===== config.mk =====
export PLATFORM = sky130hd
export DESIGN_NAME = gray_sync_decoder
export DESIGN_NICKNAME = d
export VERILOG_FILES = /design/src/rtl/gray_pkg.sv /design/src/rtl/sync_chain.sv /design/src/rtl/gray_sync_decoder.sv
export SDC_FILE = /design/constraint.sdc
export NUM_CORES = 1
export LEC_CHECK = 0
export BUFFER_PORTS_ARGS = -buffer_cell sky130_fd_sc_hd__buf_2
export CAP_MARGIN = 20
export CORE_ASPECT_RATIO = 0.6
export CORE_UTILIZATION = 25
export CTS_CLUSTER_SIZE = 24
export DETAILED_ROUTE_END_ITERATION = 6
export GPL_TIMING_DRIVEN = 1
export PLACE_DENSITY = 0.47
export SYNTH_ARGS = -nofsm -noshare
export SYNTH_HDL_FRONTEND = slang
export SYNTH_SLANG_ARGS = --single-unit

===== constraint.sdc =====
create_clock -name i_clk -period 3.1 [get_ports i_clk]
set_input_delay 0 -clock i_clk [delete_from_list [all_inputs] [get_ports i_clk]]
set_output_delay 0 -clock i_clk [all_outputs]
set_load 0.01 [all_outputs]

===== src/rtl/gray_pkg.sv =====
// Shared types and Gray-code helpers for the Gray count receive path.
// Functions work on a fixed wide vector; callers zero-extend and truncate.
package gray_pkg;

  localparam int GW = 32;
  localparam int PW = 6;

  typedef enum logic [1:0] {
    WARMUP,
    PRIME,
    TRACK
  } gsd_state_t;

  function automatic logic [GW-1:0] gray2bin(
    input logic [GW-1:0] g
  );
    logic [GW-1:0] b;
    b[GW-1] = g[GW-1];
    for (int i = GW - 2; i >= 0; i--) begin
      b[i] = b[i+1] ^ g[i];
    end
    return b;
  endfunction

  function automatic logic [GW-1:0] bin2gray(
    input logic [GW-1:0] b
  );
    return b ^ (b >> 1);
  endfunction

  function automatic logic [PW-1:0] popcount(
    input logic [GW-1:0] v
  );
    logic [PW-1:0] c;
    c = '0;
    for (int i = 0; i < GW; i++) begin
      c = c + PW'(v[i]);
    end
    return c;
  endfunction

endpackage


===== src/rtl/sync_chain.sv =====
// Multi-flop synchronizer for a bus that changes at most one bit at a time.
// Reusable on any CDC path that carries Gray-coded data.
module sync_chain #(
  parameter int N           = 4,
  parameter int SYNC_STAGES = 2
) (
  input  logic         i_clk,
  input  logic         i_reset_n,
  input  logic [N-1:0] i_d,
  output logic [N-1:0] o_q
);

  logic [N-1:0] r_sync [SYNC_STAGES];

  always_ff @(posedge i_clk or negedge i_reset_n) begin
    if (!i_reset_n) begin
      for (int i = 0; i < SYNC_STAGES; i++) begin
        r_sync[i] <= '0;
      end
    end else begin
      r_sync[0] <= i_d;
      for (int i = 1; i < SYNC_STAGES; i++) begin
        r_sync[i] <= r_sync[i-1];
      end
    end
  end

  assign o_q = r_sync[SYNC_STAGES-1];

endmodule


===== src/rtl/gray_sync_decoder.sv =====
// Receive side of a Gray counter CDC: synchronize, decode to binary,
// report per-cycle progress and flag illegal multi-bit Gray changes.
module gray_sync_decoder #(
  parameter int N           = 4,
  parameter int SYNC_STAGES = 2,
  parameter int ERR_W       = 8
) (
  input  logic             i_clk,
  input  logic             i_reset_n,
  input  logic [N-1:0]     i_gray_async,
  input  logic             i_clear,
  output logic             o_valid,
  output logic [N-1:0]     o_binary,
  output logic [N-1:0]     o_delta,
  output logic             o_step,
  output logic             o_glitch,
  output logic [ERR_W-1:0] o_err_count
);

  import gray_pkg::*;

  localparam int CW = $clog2(SYNC_STAGES + 1);
  localparam logic [CW-1:0] WU_LAST = CW'(SYNC_STAGES - 1);
  localparam logic [ERR_W-1:0] ERR_MAX = {ERR_W{1'b1}};

  gsd_state_t r_state;
  gsd_state_t w_state_nx;

  logic [CW-1:0]    r_wu_cnt;
  logic [N-1:0]     r_g_prev;
  logic             r_valid;
  logic [N-1:0]     r_binary;
  logic [N-1:0]     r_delta;
  logic             r_step;
  logic             r_glitch;
  logic [ERR_W-1:0] r_err;

  logic [CW-1:0]    w_wu_cnt_nx;
  logic [N-1:0]     w_g_prev_nx;
  logic             w_valid_nx;
  logic [N-1:0]     w_binary_nx;
  logic [N-1:0]     w_delta_nx;
  logic             w_step_nx;
  logic             w_glitch_nx;
  logic [ERR_W-1:0] w_err_nx;

  logic [N-1:0] w_g_cur;
  logic [N-1:0] w_bin_cur;
  logic [N-1:0] w_delta;
  logic         w_glitch;

  sync_chain #(
    .N          (N),
    .SYNC_STAGES(SYNC_STAGES)
  ) u_sync (
    .i_clk    (i_clk),
    .i_reset_n(i_reset_n),
    .i_d      (i_gray_async),
    .o_q      (w_g_cur)
  );

  assign w_bin_cur = N'(gray2bin(GW'(w_g_cur)));
  assign w_delta   = w_bin_cur - r_binary;
  assign w_glitch  =
    popcount(GW'(w_g_cur ^ r_g_prev)) > PW'(1);

  always_ff @(posedge i_clk or negedge i_reset_n) begin
    if (!i_reset_n) begin
      r_state <= WARMUP;
    end else begin
      r_state <= w_state_nx;
    end
  end

  always_comb begin
    w_state_nx = r_state;
    unique case (r_state)
      WARMUP: begin
        if (r_wu_cnt == WU_LAST) begin
          w_state_nx = PRIME;
        end
      end
      PRIME:   w_state_nx = TRACK;
      TRACK:   w_state_nx = TRACK;
      default: w_state_nx = WARMUP;
    endcase
  end

  // Clear is applied before a same-cycle glitch so the new event survives.
  always_comb begin
    w_wu_cnt_nx = r_wu_cnt;
    w_g_prev_nx = r_g_prev;
    w_valid_nx  = r_valid;
    w_binary_nx = r_binary;
    w_delta_nx  = r_delta;
    w_step_nx   = 1'b0;
    w_glitch_nx = r_glitch;
    w_err_nx    = r_err;
    unique case (r_state)
      WARMUP: begin
        w_wu_cnt_nx = r_wu_cnt + CW'(1);
      end
      PRIME: begin
        w_valid_nx  = 1'b1;
        w_binary_nx = w_bin_cur;
        w_delta_nx  = '0;
        w_g_prev_nx = w_g_cur;
      end
      TRACK: begin
        w_binary_nx = w_bin_cur;
        w_delta_nx  = w_delta;
        w_step_nx   = (w_delta == N'(1));
        w_g_prev_nx = w_g_cur;
        if (i_clear) begin
          w_glitch_nx = 1'b0;
          w_err_nx    = '0;
        end
        if (w_glitch) begin
          w_glitch_nx = 1'b1;
          if (w_err_nx != ERR_MAX) begin
            w_err_nx = w_err_nx + ERR_W'(1);
          end
        end
      end
      default: begin
        w_wu_cnt_nx = '0;
      end
    endcase
  end

  always_ff @(posedge i_clk or negedge i_reset_n) begin
    if (!i_reset_n) begin
      r_wu_cnt <= '0;
      r_g_prev <= '0;
      r_valid  <= 1'b0;
      r_binary <= '0;
      r_delta  <= '0;
      r_step   <= 1'b0;
      r_glitch <= 1'b0;
      r_err    <= '0;
    end else begin
      r_wu_cnt <= w_wu_cnt_nx;
      r_g_prev <= w_g_prev_nx;
      r_valid  <= w_valid_nx;
      r_binary <= w_binary_nx;
      r_delta  <= w_delta_nx;
      r_step   <= w_step_nx;
      r_glitch <= w_glitch_nx;
      r_err    <= w_err_nx;
    end
  end

  assign o_valid     = r_valid;
  assign o_binary    = r_binary;
  assign o_delta     = r_delta;
  assign o_step      = r_step;
  assign o_glitch    = r_glitch;
  assign o_err_count = r_err;

endmodule


# Word level (Yosys, flattened, before mapping)
# Cells that the tools add are included.
dict set report totals {
  ff_bits 35
  elab_cells 72
  inputBits 7
  out_inout_bits 19
}
dict set report classes {
  reduce_logical 5
  n_addsub 34
  muxes 11
  eq_ne 6
  magnitude_cmp 1
  bitwise_logic 4
}
# operator n
set op_table {}
lappend op_table {{adder 6 x 1 -> 6 bit, second input constant} 26}
lappend op_table {{2-to-1 mux 8 bit} 4}
lappend op_table {{adder 8 x 1 -> 8 bit, second input constant} 1}
lappend op_table {{inequality test 8 bit, second input constant} 1}
lappend op_table {{case mux 2 bit (2 select lines)} 2}
lappend op_table {{case mux 4 bit (2 select lines)} 1}
lappend op_table {{adder 5 x 1 -> 6 bit, second input constant} 1}
lappend op_table {{greater-than comparator 6 x 1 -> 1 bit, second input constant} 1}
lappend op_table {{adder 4 x 1 -> 5 bit, second input constant} 1}
lappend op_table {{adder 3 x 1 -> 4 bit} 1}
lappend op_table {{equality test 2 x 1 -> 1 bit, second input constant} 2}
lappend op_table {{equality test 4 x 1 -> 1 bit, second input constant} 1}
lappend op_table {{nonzero test 2 bit} 2}
lappend op_table {{subtractor 4 bit} 1}
lappend op_table {{bitwise XOR 4 bit} 1}
lappend op_table {{adder 2 x 1 -> 3 bit} 1}
lappend op_table {{2-to-1 mux 1 bit} 3}
lappend op_table {{bitwise XOR 1 bit} 3}
lappend op_table {{adder 1 x 1 -> 2 bit} 1}
lappend op_table {{adder 2 x 1 -> 2 bit, second input constant} 1}
lappend op_table {{equality test 2 bit, second input constant} 1}
lappend op_table {{zero test 2 bit} 1}
lappend op_table {{2-to-1 mux 2 bit} 1}
lappend op_table {{inequality test 2 bit, second input constant} 1}
lappend op_table {{other kinds (2)} 2}

# Longest topological paths before layout
dict set report logic_depth {
  word_depth 35
  ltp_mapped 9
  mapped_depth_nobuf 9
}

# Hierarchy
# A second synthesis with hierarchy kept.
dict set report unflattened {
  hier_cells 150
  area_unflattened_um2 1686.6
}
# module n_inst area_per_inst_um2 cells_each
set modules_own_cells {}
lappend modules_own_cells {gray_sync_decoder 1 1456.4 138}
lappend modules_own_cells {sync_chain 1 230.2 12}

# Worst setup path after synthesis
# No wires, ideal clock.
dict set report synth_path {
  path_kind {flip-flop to flip-flop}
  from {reg u_sync.r_sync (netlist bit u_sync.o_q[3])}
  to {reg r_step, in the netlist o_step}
  synth_period_minus_slack_ps 2589
  required_time_ps 3022
  setup_ps 78
  stages_incl_launch_ff 10
  path_slack_ps 511
  arrival_ps 2512
  n_path_buf 0
  cell_sequence {dfrtp_1 xnor2_1 xnor2_2 xnor2_1 ha_1 inv_1 fa_1 xor2_1 or4b_2 a21oi_1}
}
dict set report synth_between {
  elab_chain_cells 6
}
# element line_no
set synth_lines {}
lappend synth_lines {{start: declaration} sync_chain.sv:13} ;# logic [N-1:0] r_sync [SYNC_STAGES];
lappend synth_lines {{start signal: indexed assignment} sync_chain.sv:23} ;# r_sync[i] <= r_sync[i-1];
lappend synth_lines {{bitwise XOR 1 bit (*) (2 in series)} gray_pkg.sv:20} ;# b[i] = b[i+1] ^ g[i];
lappend synth_lines {{net w_bin_cur[1]} gray_sync_decoder.sv:48} ;# logic [N-1:0] w_bin_cur;
lappend synth_lines {{bitwise XOR 1 bit} gray_pkg.sv:20}
lappend synth_lines {{subtractor 4 bit (*)} gray_sync_decoder.sv:63} ;# assign w_delta = w_bin_cur - r_binary;
lappend synth_lines {{equality test 4 x 1 -> 1 bit (*)} gray_sync_decoder.sv:112} ;# w_step_nx = (w_delta == N'(1));
lappend synth_lines {{2-to-1 mux 1 bit (*)} gray_sync_decoder.sv:99} ;# unique case (r_state)
lappend synth_lines {{net w_step_nx} gray_sync_decoder.sv:43} ;# logic w_step_nx;
lappend synth_lines {{end signal: assignment} gray_sync_decoder.sv:147} ;# r_step <= w_step_nx;
lappend synth_lines {{end: declaration} gray_sync_decoder.sv:34} ;# logic r_step;
# The timed path passes the listed nets; every way through them passes the cells marked *.
# A chain may end at the register's enable or synchronous reset.

# Final worst setup path
# Ends and elaborated chain as after synthesis.

==> results by group <==
Floorplan
  • I/O pin cnt: 26
  • # rows: 22
  • Core Region: between 6000 and 7000 um2
  • Die H: 65.6 um
  • Die X: 108 um
  • Initial Util: 0.268
  • Die ar.: between 7000 and 8000 um2

CTS
  • Worst-Skew Late Latency: 0.28 ns
  • Num CTS Buffers: 5
  • Clock root cell: clkbuf_8
  • Worst-path clk slew: 0.08 ns
  • H-tree depth: 2
  • CTS tree: done
  • Clk buf depth: 2
  • Num Clock Sinks: 34

Timing
  • Worst Skew: between 0.01 and 0.015 ns
  • RSZ-0062 raised after global routing: no
  • Post-route minimum period: around 2.7 ns
  • FMAX: 366 MHz
  • Slew Limit Headroom: 0.491
  • Final worst path period share: 0.881
  • Finish-stage setup viols: 0
  • Worst-margin pin slew: around 0.76 ns
  • Final Max Slew Viols: 0
  • Endpoints failing hold: 0
  • Setup_tns: 0 ns

Hold path
  • Hold Path Class: in2reg
  • Min-delay src: i_clear
  • Worst hold endpoint: o_err_count[4]
  • Worst hold stages: 3

Power
  • Pwr Total: 1130 uW
  • Max VDD drop: 0.237 mV
  • Combinational share of power: 0.225
  • Clk pwr share: 0.300
  • Reg power frac: 0.476
  • Leak pwr: 0.00100 uW
  • Net Sw Frac: 0.294
  • Internal power: 796 uW
  • Sw power: approximately 330 uW
  • PwrDens: 557 nW/um2

Yosys
  • Post-synth EDFFs: 0
  • Most used DFF post-synth: dfrtp_1
  • Yosys reg bits: 34
  • Ys async rst share: 1.00
  • Ys Warns: 0
  • Synth top area share: 0.504
  • Cell variety after synth: between 40 and 50
  • Post-Syn Area per Cell: about 12 um2
  • Syn_nets: approximately 160
  • Register area share after synthesis: 0.504
  • Synth area leaders: dfrtp_1 50%, ha_1 5.9%, xor2_1 3.1%
  • Yosys top cell by area: dfrtp_1
  • Cell count after synthesis: 146
  • Cell area after synthesis: approximately 1700 um2

Global route
  • Largest net degree at the start of global routing: 35
  • Global-route wire length before repair: around 5.5 mm
  • GRT overflow: 0
  • Gr usage total: 0.104
  • Initial antenna violation count: 0
  • Vias in the first global route: approximately 1,100

Setup path
  • Critical Path End Type: register
  • CP peak stage delay: roughly 0.6 ns
  • CP Cell Sequence: xnor2_1 > xnor2_2 > xnor2_1 > ha_1 > inv_1 > fa_1 > xor2_1 > or4b_2 > a21oi_1
  • Setup crit start: u_sync.o_q[3]
  • Top delay family on crit path: XOR/XNOR gates
  • Buf/Inv on CP: 1
  • CP max FO: 4
  • Worst EP arrival: just under 3 ns
  • Critical path class: reg2reg
  • CP max-delay cell: or4b_2
  • Reg2reg end: o_step
  • R2r worst-path depth: 9
  • Required @ worst endpoint: 3.31 ns
  • Reg-to-reg critical path startpoint: u_sync.o_q[3]
  • Startpoint types: register
  • WP depth: 9
  • Most Frequent Cell on Critical Path: xnor2_1
  • Worst reg2reg setup slack: 0.37 ns

Layout
  • Number of diodes: 0
  • Nets: just under 200
  • Most frequent cells in the layout: 34 x dfrtp_1, 25 x buf_2, 13 x inv_1
  • Most common cell after layout, fill and taps aside: dfrtp_1
  • Fraction of layout cells with a size suffix above 1: 0.292
  • Area grow syn2layout: 19.7%

Routing
  • Total vias in the final route: about 1,100
  • Wirelength, routed: 3.11 mm
  • Initial DRC count: 37
  • TritonRoute pass-1 iters: 4
  • WL/cell: between 10 and 15 um
  • Vias per inst: about 4.3
  • Number of remaining DRC errors: 0
  • Final ANT Viol Nets: 0

Flow run
  • Max-cap violation count: 0

Run status
  • Run status: finished clean

Placement
  • GP Congestion: around 0.70
  • DP Wirelength: roughly 2.2 mm
  • Port-buffer cells: 25
cells in the mapped netlist (3+ instances only):
cell,number
dfrtp_1,34
inv_1,13
ha_1,8
nand2_1,8
o21ai_0,8
a21oi_1,6
xor2_1,6
mux2_2,4
nand3_1,4
nand4_1,4
nor2_1,4
a31oi_1,3
clkbuf_1,3
xnor2_1,3
power by group through the flow:
| stage | Clock (uW) | Sequential, uW | Combinational (uW) |
|---|---|---|---|
| 5_1_grt | 377 | 543 | 289 |
| 3_5_place_dp | 0 | 545 | 251 |
| 6_report | 337 | 536 | 253 |
| 3_3_place_gp | 0 | 545 | 253 |
| 2_1_floorplan | 0 | 564 | 145 |
| 4_1_cts | 357 | 537 | 258 |
stage by stage:
step,setup WS [ns],cell area (um2),util,instances,hold WS [ns]
3_5_place_dp,0.344,1880,0.298,249,0.110
6_report,0.370,2020,0.321,262,0.0966
3_3_place_gp,0.410,1880,0.298,249,0.109
2_1_floorplan,0.511,1690,-,146,-0.296
4_1_cts,0.333,2020,0.321,262,0.0859
5_1_grt,0.139,2020,0.321,262,0.114
timing repair:
item                                    4_1_cts  5_1_grt
buffers inserted                              0        0
endpoints found under the hold margin        38        0
endpoints found under the setup margin        0        0
resized for setup                             0        0
hold buffers                                  5        0
sequential cells by signal, indices dropped and copies added, names as in the netlist, 2 cells and up:
signal and count:
o_binary 3, o_delta 4, o_err_count 8, r_g_prev 4, r_state 2, r_wu_cnt 2
u_sync.o_q 4, u_sync.r_sync 4
worst min-delay path: stages:
cell and delay [ns]:
buf_2 0.17, a41o_2 0.12, a21oi_1 0.05
routing by layer:
layer  vias to the layer above  global-route usage  share of wire
met1                       522               0.151           0.56
li1                        571                   -              -
met5                         -                   0              0
met2                        27               0.135           0.37
met4                         0              0.0360         0.0080
met3                         4              0.0397          0.060
worst max-delay path by stage:
stage,endpoint
after detailed placement,o_step
after floorplan,o_step
after CTS,o_step
final,o_step
after global placement,o_step
after global routing,o_step
layout make-up:
type / count / area (um2)
inverter: 13 / 48.8
clock buffer: 7 / 86.3
timing repair buffer: 31 / 183
clock inverter: 1 / 5.00
sequential: 34 / 851
tap: 84 / 105
fill: 652 / 4280
multi-input combinational: 92 / 742
cells by family (layout without fill, tap and decap cells):
kind of cell,after synthesis,after routing,synth area share
xor+xnor,10,10,0.0563
simple gates,38,38,0.149
compound gates,30,30,0.125
buf+inv,20,52,0.0563
flops,34,34,0.504
fa+ha+maj,10,10,0.0830
mux,4,4,0.0267
Power figures use the tool's default switching activity.
